File: config.mk
export PLATFORM = sky130hd
export DESIGN_NAME = gmii_rx_deframer
export DESIGN_NICKNAME = d
export VERILOG_FILES = /design/src/rtl/eth_pkg.sv /design/src/rtl/crc32_d8.sv /design/src/rtl/gmii_rx_deframer.sv
export SDC_FILE = /design/constraint.sdc
export NUM_CORES = 1
export LEC_CHECK = 0
export CAP_MARGIN = 15
export CORE_MARGIN = 1
export CORE_UTILIZATION = 40
export CTS_CLUSTER_SIZE = 12
export DETAILED_ROUTE_END_ITERATION = 8
export PLACE_DENSITY = 0.57
export SLEW_MARGIN = 20
export SYNTH_ARGS = -nofsm -noshare
export SYNTH_HDL_FRONTEND = slang
export SYNTH_SLANG_ARGS = --single-unit
File: constraint.sdc
create_clock -name gmii_rx_clk -period 4.2 [get_ports gmii_rx_clk]
set_clock_uncertainty 0.2 [all_clocks]
set_input_delay 0.42 -clock gmii_rx_clk [delete_from_list [all_inputs] [get_ports gmii_rx_clk]]
set_output_delay 0.42 -clock gmii_rx_clk [all_outputs]
set_load 0.01 [all_outputs]
File: src/rtl/eth_pkg.sv
// Shared constants and state encoding for the GMII receive path.
package eth_pkg;

  localparam logic [7:0]  PREAMBLE    = 8'h55;
  localparam logic [7:0]  SFD         = 8'hD5;
  localparam logic [31:0] CRC_POLY    = 32'hEDB88320;
  localparam logic [31:0] CRC_INIT    = 32'hFFFFFFFF;
  localparam logic [31:0] CRC_RESIDUE = 32'hDEBB20E3;

  // Bytes held back so the trailing FCS never reaches the FIFO.
  localparam int LINE_DEPTH = 5;

  typedef enum logic [1:0] {
    IDLE,
    PRE,
    DATA,
    DROP
  } rx_state_e;

endpackage

File: src/rtl/crc32_d8.sv
// Combinational byte-wise update of a reflected CRC-32 register.
module crc32_d8
  import eth_pkg::*;
(
  input  logic [31:0] crc_in,
  input  logic [7:0]  d,
  output logic [31:0] crc_out
);

  function automatic logic [31:0] crc_fold(input logic [31:0] c_in, input logic [7:0] b);
    logic [31:0] c;
    c = c_in ^ {24'h000000, b};
    for (int i = 0; i < 8; i++) begin
      c = c[0] ? ((c >> 1) ^ CRC_POLY) : (c >> 1);
    end
    return c;
  endfunction

  // Fold one byte, LSB first, into the running register.
  always_comb begin
    crc_out = crc_fold(crc_in, d);
  end

endmodule

File: src/rtl/gmii_rx_deframer.sv
// GMII receive deframer: strips preamble/SFD and FCS, checks CRC, length and
// rx_er, and streams payload bytes into the host FIFO with an end-of-frame status.
module gmii_rx_deframer
  import eth_pkg::*;
#(
  parameter int MIN_LEN = 64,
  parameter int MAX_LEN = 1518
) (
  input  logic        gmii_rx_clk,
  input  logic        sys_rst_n,
  input  logic        gmii_rx_dv,
  input  logic        gmii_rx_er,
  input  logic [7:0]  gmii_rxd,
  output logic        fifo_we,
  output logic [7:0]  fifo_dout,
  output logic        fifo_eof,
  output logic        fifo_err,
  output logic [15:0] frame_cnt,
  output logic [15:0] err_cnt
);

  localparam logic [10:0] MIN_L  = 11'(MIN_LEN);
  localparam logic [10:0] MAX_L  = 11'(MAX_LEN);
  localparam logic [10:0] FULL_L = 11'(LINE_DEPTH);

  rx_state_e   state, state_nxt;
  logic        frame_start;
  logic        byte_in;
  logic        frame_end;
  logic        pre_err;

  logic [7:0]  line_p [LINE_DEPTH];
  logic [31:0] crc_q;
  logic [31:0] crc_nxt;
  logic [10:0] len_q;
  logic        er_seen_q;
  logic        frame_bad;

  crc32_d8 u_crc (
    .crc_in  (crc_q),
    .d       (gmii_rxd),
    .crc_out (crc_nxt)
  );

  // State register; reset parks in DROP so a frame already in flight is skipped.
  always_ff @(posedge gmii_rx_clk) begin
    if (!sys_rst_n) state <= DROP;
    else            state <= state_nxt;
  end

  // Next-state decode plus the per-cycle control strobes for the datapath.
  always_comb begin
    state_nxt   = state;
    frame_start = 1'b0;
    byte_in     = 1'b0;
    frame_end   = 1'b0;
    pre_err     = 1'b0;
    case (state)
      IDLE: begin
        if (gmii_rx_dv) begin
          if (gmii_rxd == PREAMBLE) begin
            state_nxt = PRE;
          end else if (gmii_rxd == SFD) begin
            state_nxt   = DATA;
            frame_start = 1'b1;
          end else begin
            state_nxt = DROP;
          end
        end
      end
      PRE: begin
        if (!gmii_rx_dv) begin
          state_nxt = IDLE;
        end else if (gmii_rxd == SFD) begin
          state_nxt   = DATA;
          frame_start = 1'b1;
        end else if (gmii_rxd != PREAMBLE) begin
          state_nxt = DROP;
          pre_err   = 1'b1;
        end
      end
      DATA: begin
        if (gmii_rx_dv) begin
          byte_in = 1'b1;
        end else begin
          frame_end = 1'b1;
          state_nxt = IDLE;
        end
      end
      DROP: begin
        if (!gmii_rx_dv) state_nxt = IDLE;
      end
      default: state_nxt = DROP;
    endcase
  end

  // Frame verdict; the CRC register already holds all L bytes at the dv=0 edge.
  always_comb begin
    frame_bad = (crc_q != CRC_RESIDUE) | er_seen_q | gmii_rx_er |
                (len_q < MIN_L) | (len_q > MAX_L);
  end

  // Delay line, CRC/length tracking, FIFO write port and frame counters.
  always_ff @(posedge gmii_rx_clk) begin
    if (!sys_rst_n) begin
      for (int i = 0; i < LINE_DEPTH; i++) line_p[i] <= '0;
      crc_q     <= '0;
      len_q     <= '0;
      er_seen_q <= 1'b0;
      fifo_we   <= 1'b0;
      fifo_dout <= '0;
      fifo_eof  <= 1'b0;
      fifo_err  <= 1'b0;
      frame_cnt <= '0;
      err_cnt   <= '0;
    end else begin
      fifo_we  <= 1'b0;
      fifo_eof <= 1'b0;
      fifo_err <= 1'b0;

      if (frame_start) begin
        crc_q     <= CRC_INIT;
        len_q     <= '0;
        er_seen_q <= 1'b0;
      end

      if (byte_in) begin
        line_p[0] <= gmii_rxd;
        for (int i = 1; i < LINE_DEPTH; i++) line_p[i] <= line_p[i-1];
        // Line already full: the oldest byte is now known to be payload.
        if (len_q >= FULL_L) begin
          fifo_we   <= 1'b1;
          fifo_dout <= line_p[LINE_DEPTH-1];
        end
        crc_q <= crc_nxt;
        if (len_q != 11'h7FF) len_q <= len_q + 11'd1;
        if (gmii_rx_er) er_seen_q <= 1'b1;
      end

      if (frame_end) begin
        if (len_q >= FULL_L) begin
          fifo_we   <= 1'b1;
          fifo_eof  <= 1'b1;
          fifo_err  <= frame_bad;
          fifo_dout <= line_p[LINE_DEPTH-1];
          if (frame_bad) err_cnt   <= err_cnt + 16'd1;
          else           frame_cnt <= frame_cnt + 16'd1;
        end else begin
          // Too short to carry even the FCS: nothing was written.
          err_cnt <= err_cnt + 16'd1;
        end
      end

      if (pre_err) err_cnt <= err_cnt + 16'd1;
    end
  end

endmodule

==> results of run 1 <==
==> worst max-delay path, stage by stage, from the launching register on <==
cell     delay [ps]
dfxtp_1         340
nor4b_1         500
nand4_1         260
nor4_1          490
nand4_1         490
or4_1           540
a21oi_1         140
==> through the flow <==
stage          utilization [%]  hold slack (ps)  total power [W]  std cells  instance area, um2
5_1_grt                   49.9              313          0.00340        831                7260
6_report                  49.9              284          0.00327        831                7260
2_1_floorplan                -              256          0.00171        583                5960
3_3_place_gp              45.9              265          0.00180        799                6660
3_5_place_dp              45.9              276          0.00181        799                6660
4_1_cts                   49.9              286          0.00331        831                7260
==> cell type report <==
| type | instances | area (um2) | area share, % |
|---|---|---|---|
| clock buffers | 18 | 429 | 5.91 |
| flip-flops and latches | 129 | 2980 | 41.1 |
| clock inverters | 14 | 166 | 2.29 |
| repair buffers | 63 | 603 | 8.31 |
| well taps | 184 | 230 | 3.17 |
| inverters | 8 | 30.0 | 0.414 |
| multi-input cells | 415 | 2820 | 38.8 |
==> state kept, by name (all words and copies together), names as in the netlist <==
signal and count:
line_p 40, crc_q 32, err_cnt 16, frame_cnt 16
len_q 11, fifo_dout 8, state 2, er_seen_q 1
fifo_eof 1, fifo_err 1, fifo_we 1
==> cells by family after synthesis <==
logic type      Yosys count  synth area share, %
xor+xnor                 76                 12.0
fa+ha+maj                 4                0.840
buf+inv                  39                 2.69
compound gates          135                 14.3
simple gates            190                 18.4
flops                   129                 50.1
mux                      10                 1.68
==> worst paths after layout <==
| path | endpoint | slack, ps | cells after the start |
|---|---|---|---|
| worst min register to register | fifo_dout[6]$_SDFF_PN0_ | 280 | 2 |
| worst min-delay path | fifo_dout[6]$_SDFF_PN0_ | 280 | 2 |
| worst max-delay path | frame_cnt[15]$_SDFFE_PN0P_ | 1160 | 6 |
| worst max register to register | frame_cnt[15]$_SDFFE_PN0P_ | 1160 | 6 |
==> power groups by stage <==
stage	Sequential [W]	Combinational (W)	Clock (W)
finish	0.00136	0.000419	0.00148
global route	0.00137	0.000460	0.00157
CTS	0.00136	0.000421	0.00153
detailed placement	0.00139	0.000417	0
global placement	0.00139	0.000417	0
floorplan	0.00138	0.000334	0
==> cells in the final DEF (no fill, tap or decap), types with 2 or more instances in the layout <==
cell type        count
dfxtp_1             89
xnor2_1             56
clkdlybuf4s50_1     53
a21oi_1             50
o21ai_0             43
and3_1              41
edfxtp_1            40
nor2_1              37
nand2_1             19
or3_1               18
clkbuf_16           17
nand3_1             16
o221a_2             15
xor2_1              15
nand4_1             13
mux2i_1             10
o31ai_1              9
buf_4                9
inv_1                8
or4_1                7
and4_1               5
o21a_1               5
clkinv_4             5
nand2b_1             4
nor4bb_1             4
nor3_1               4
xnor2_2              4
ha_1                 4
nor2b_1              3
nor4_1               3
and2_1               3
and4b_1              3
bufinv_16            3
a31oi_1              2
nand4b_1             2
a221oi_1             2
clkinvlp_4           2
clkinv_1             2
clkinv_2             2
==> layer usage <==
metal | wire length, um | share of wire (%) | GRT usage, %
met4 | 277 | 2.1 | 8.11
met5 | 0 | 0 | 0
met2 | 6310 | 48 | 29.7
met1 | 6050 | 46 | 23.8
met3 | 497 | 3.8 | 4.81
==> impl_results.md, run 1 <==
* CP Capture Type: flip-flop
* Largest cells by area after synthesis: dfxtp_1 (30%), edfxtp_1 (20%), xnor2_1 (8.2%)
* Wirelength, routed at 13100 um
* Synth Register Bits at between 100 and 150
* DRC violations left at 0
* Net Count, Synth at 599
* Max Freq at 329 MHz
* Pre-CTS setup slack at just over 700 ps
* Hold-fix buffers, CTS at 0
* Slew @ Worst Pin at 862 ps
* Vias in the first global route at 4328
* Post-DRT Antenna Nets at 0
* Critical path required time at 4350 ps
* Fin crit period at ~3000 ps
* Net Sw Power at 0.000817 W
* Comb pwr share at 12.8%
* Synthesized area at 5960 um2
* Root Driver: clkbuf_16
* Commonest cells in the netlist: dfxtp_1 (89), xnor2_1 (56), a21oi_1 (50)
* Filler cell count at 1321
* Final worst setup slack at 1160 ps
* Sequential share of power at 41.7%
* Max IR drop VDD at between 0.0003 and 0.0004 V
* Vias per inst at around 5.5
* Post-Route Setup TNS at 0 ps
* Pin count of the biggest net entering global routing at 44
* Synth top area share at 29.9%
* Clock Sinks at between 100 and 150
* R2R Path Start: crc_q[2]$_SDFFE_PN0P_
* Area growth, synth to finish at 21.8%
* DIE HEIGHT at 124 um
* Initial core utilization at 41.0%
* CP startpoint: crc_q[2]$_SDFFE_PN0P_
* Avg Cell Area, Syn at 10.2 um2
* DR pass1 iterations at 5
* Die width at about 120 um
* Number of I/O port buffers at 54
* Post-synth EDFFs at 40
* Hold Path Class: reg2reg
* Share of synthesized flip-flops with an asynchronous set or reset at 0%
* Initial antenna violation count at 0
* # rows at 44
* Post-CTS resize count at 0
* Gr ovfl total at 0
* Final Net Count at 650
* Half-perimeter wire length after placement at 8560 um
* CTS Buf Count at 17
* Distinct cell type count after synthesis at 53
* Ys flop type: dfxtp_1
* Final setup viols at 0
* Maxcap violations at 0
* PwrDens at 450 nW/um2
* Core Box Area at around 15000 um2
* Ys Warns at 0
* Die area at 15400 um2
* First-pass GRT wire length at 21700 um
* Static leakage at 2.60 nW
* RSZ-0062 raised after global routing: no
* Share of cells above drive strength 1 at 10.4%
* Crit share post-route at between 70% and 80%
* Post-CTS Setup Bufs at 0
* Sequential-to-total area share from yosys stat at 50.1%
* CP startpoint kind: flip-flop
* Crit path max fanout at 13
* GPL Wtd Cong at ~0.8
* Hold_sp: line_p[0][38]$_SDFFCE_PN0P_
* Switching share of power at 25.0%
* H-tree depth at 4
* Diodes inserted at 0
* Endpoints failing hold at 0
* GR Util All Layers at 18.6%
* Worst EP arrival at 3200 ps
* CTS tree: done
* Clock power share at between 40% and 50%
* Clock-pin slew on the worst setup and hold paths at 60 ps
* Pint at 0.00245 W
* Status: finished clean
* Drt first-iter violations at 305
* Mapped Cells at just under 600
* Critical path class: reg2reg
* Slew Limit Headroom at 42.3%
* Ports at 55
* Vias at 4534
* DR WL/cell at 15.8 um
* CTS max path bufs at 2
* Most numerous cell in the Yosys netlist: dfxtp_1
* Post-synth top area cell: dfxtp_1
* Fin. max-slew vios at 0
* Worst-Skew Late Latency at 420 ps
Note: power is estimated with default switching activity, not from simulation.
==> inputs of run 2 (changes only) <==
Clock period 4.2 ns to 3 ns, I/O delays scaled along.
==> impl_results.md, run 2 (synthesis gave the netlist of run 1 again) <==
* Critical path class: reg2reg
* Worst EP arrival at 2910 ps
* Reg with most FFs: line_p
* First-pass GRT wire length at roughly 22000 um
* Static leakage at around 2.7 nW
* Met1 usage at between 20% and 30%
* Commonest non-fill, non-tap cell in the layout: dfxtp_1
* Critical path required time at about 3200 ps
* CTS max path bufs at 2
* Wirelength, routed at 13200 um
* Crit path max fanout at 13
* Hold Path Class: in2reg
* Filler cell count at 1347
* Endpoints failing hold at 0
* Die width at 124 um
* DIE HEIGHT at 124 um
* Number of I/O port buffers at 54
* Crit share post-route at between 90% and 100%
* Worst-Skew Late Latency at 420 ps
* Clock-pin slew on the worst setup and hold paths at around 60 ps
* H-tree depth at 4
* GPL Wtd Cong at just over 0.8
* Vias at 4569
* Area of the multi-input gates at 2820 um2
* CTS Buf Count at 17
* Die area at 15400 um2
* Half-perimeter wire length after placement at between 9000 and 10000 um
* Most frequent cells in the layout: dfxtp_1 (89), xnor2_1 (56), clkdlybuf4s50_1 (53), a21oi_1 (50), o21ai_0 (43)
* Final instance count without filler cells at 850
* # rows at 44
* Fin crit period at 2770 ps
* PwrDens at 616 nW/um2
* Final Net Count at approximately 670
* GRT busiest layer: met2
* Fin. max-slew vios at 0
* RSZ-0062 raised after global routing: no
* Area growth, synth to finish at 24.4%
* Hold-fix buffers, CTS at 0
* Gr ovfl total at 0
* Diodes inserted at 0
* Status: finished clean
* Ports at 55
* Final setup viols at 0
* Dpl cells at about 820
* Slew @ Worst Pin at approximately 840 ps
* Maxcap violations at 0
* CTS tree: done
* Vias per inst at between 5 and 6
* Largest regs: line_p: 40 flops, crc_q: 32 flops
* DR WL/cell at between 15 and 20 um
* Worst hold slack at 186 ps
* Met2 Use GR at 30.8%
* DRC violations left at 0
* Initial core utilization at 41.0%
* CP Capture Type: flip-flop
* Pin count of the biggest net entering global routing at 44
* CP startpoint kind: flip-flop
* WHS Path Cells at 3
* Power, Total at 0.00457 W
* DR pass1 iterations at 4
* Post-CTS Setup Bufs at 0
* Max IR drop VDD at roughly 0.00043 V
* Vias in the first global route at 4448
* Drt first-iter violations at 287
* Post-CTS resize count at 0
* Max reg flops at 40
* Core Box Area at roughly 15000 um2
* Root Driver: clkbuf_16
* Max Freq at 362 MHz
* R2R depth at 8
* Post-DRT Antenna Nets at 0
* Share of cells above drive strength 1 at 13.2%
* Register area at 2980 um2
* GR Util All Layers at between 10% and 20%
* Slew Limit Headroom at 43.6%
* Met3 Usage GRT at 3.71%
* Clock Sinks at 129
* Initial antenna violation count at 0
## run 2: path summary, 6_finish.rpt
kind | from | to | slack, ps
max | crc_q[6]$_SDFFE_PN0P_ | frame_cnt[15]$_SDFFE_PN0P_ | 230
min | sys_rst_n | len_q[0]$_SDFF_PN0_ | 190
max reg2reg | crc_q[6]$_SDFFE_PN0P_ | frame_cnt[15]$_SDFFE_PN0P_ | 230
min reg2reg | err_cnt[15]$_SDFFE_PN0P_ | err_cnt[15]$_SDFFE_PN0P_ | 290
## run 2: per-layer routing
metal | wire length (um) | up-vias
met4 | 198 | 0
met2 | 6410 | 98
met3 | 499 | 15
met5 | 0 | -
li1 | - | 2293
met1 | 6060 | 2163
## run 2: worst max-delay path, stage by stage, from the launching register on
cell	delay (ps)
dfxtp_1	380
nor4bb_1	600
o211ai_2	210
nor4_1	320
buf_4	170
nand4_1	90
buf_4	190
or4_1	400
a21oi_1	150
## run 2: through the flow
stage | instance area (um2) | TNS (ps) | setup slack, ps | util (%)
2_1_floorplan | 5960 | 0 | 589 | -
3_3_place_gp | 6830 | -40.2 | -40.2 | 47.0
3_5_place_dp | 6830 | -25.2 | -25.2 | 47.0
4_1_cts | 7410 | 0 | 264 | 51.0
5_1_grt | 7410 | 0 | 44.4 | 51.0
6_report | 7410 | 0 | 234 | 51.0
## run 2: area by class of cell
type                       count  share of cell area [%]
clock buffer                  17                    5.74
clock inverter                15                    2.13
inverter                       8                   0.405
multi-input combinational    415                    38.0
sequential                   129                    40.2
tap                          184                    3.10
timing repair buffer          82                    10.4
## run 2: report_power, final
group | switching (W) | internal [W] | total [W]
clock network | 0.000789 | 0.00123 | 0.00202
registers | 0.0000433 | 0.00186 | 0.00191
logic | 0.000334 | 0.000309 | 0.000643
total | 0.00117 | 0.00340 | 0.00457
==> inputs of run 3 (changes only) <==
Settings changed: SLEW_MARGIN 20 to not set.
==> results of run 3 <==
Same layout as run 2: the final DEF is identical, and so are final timing and power.
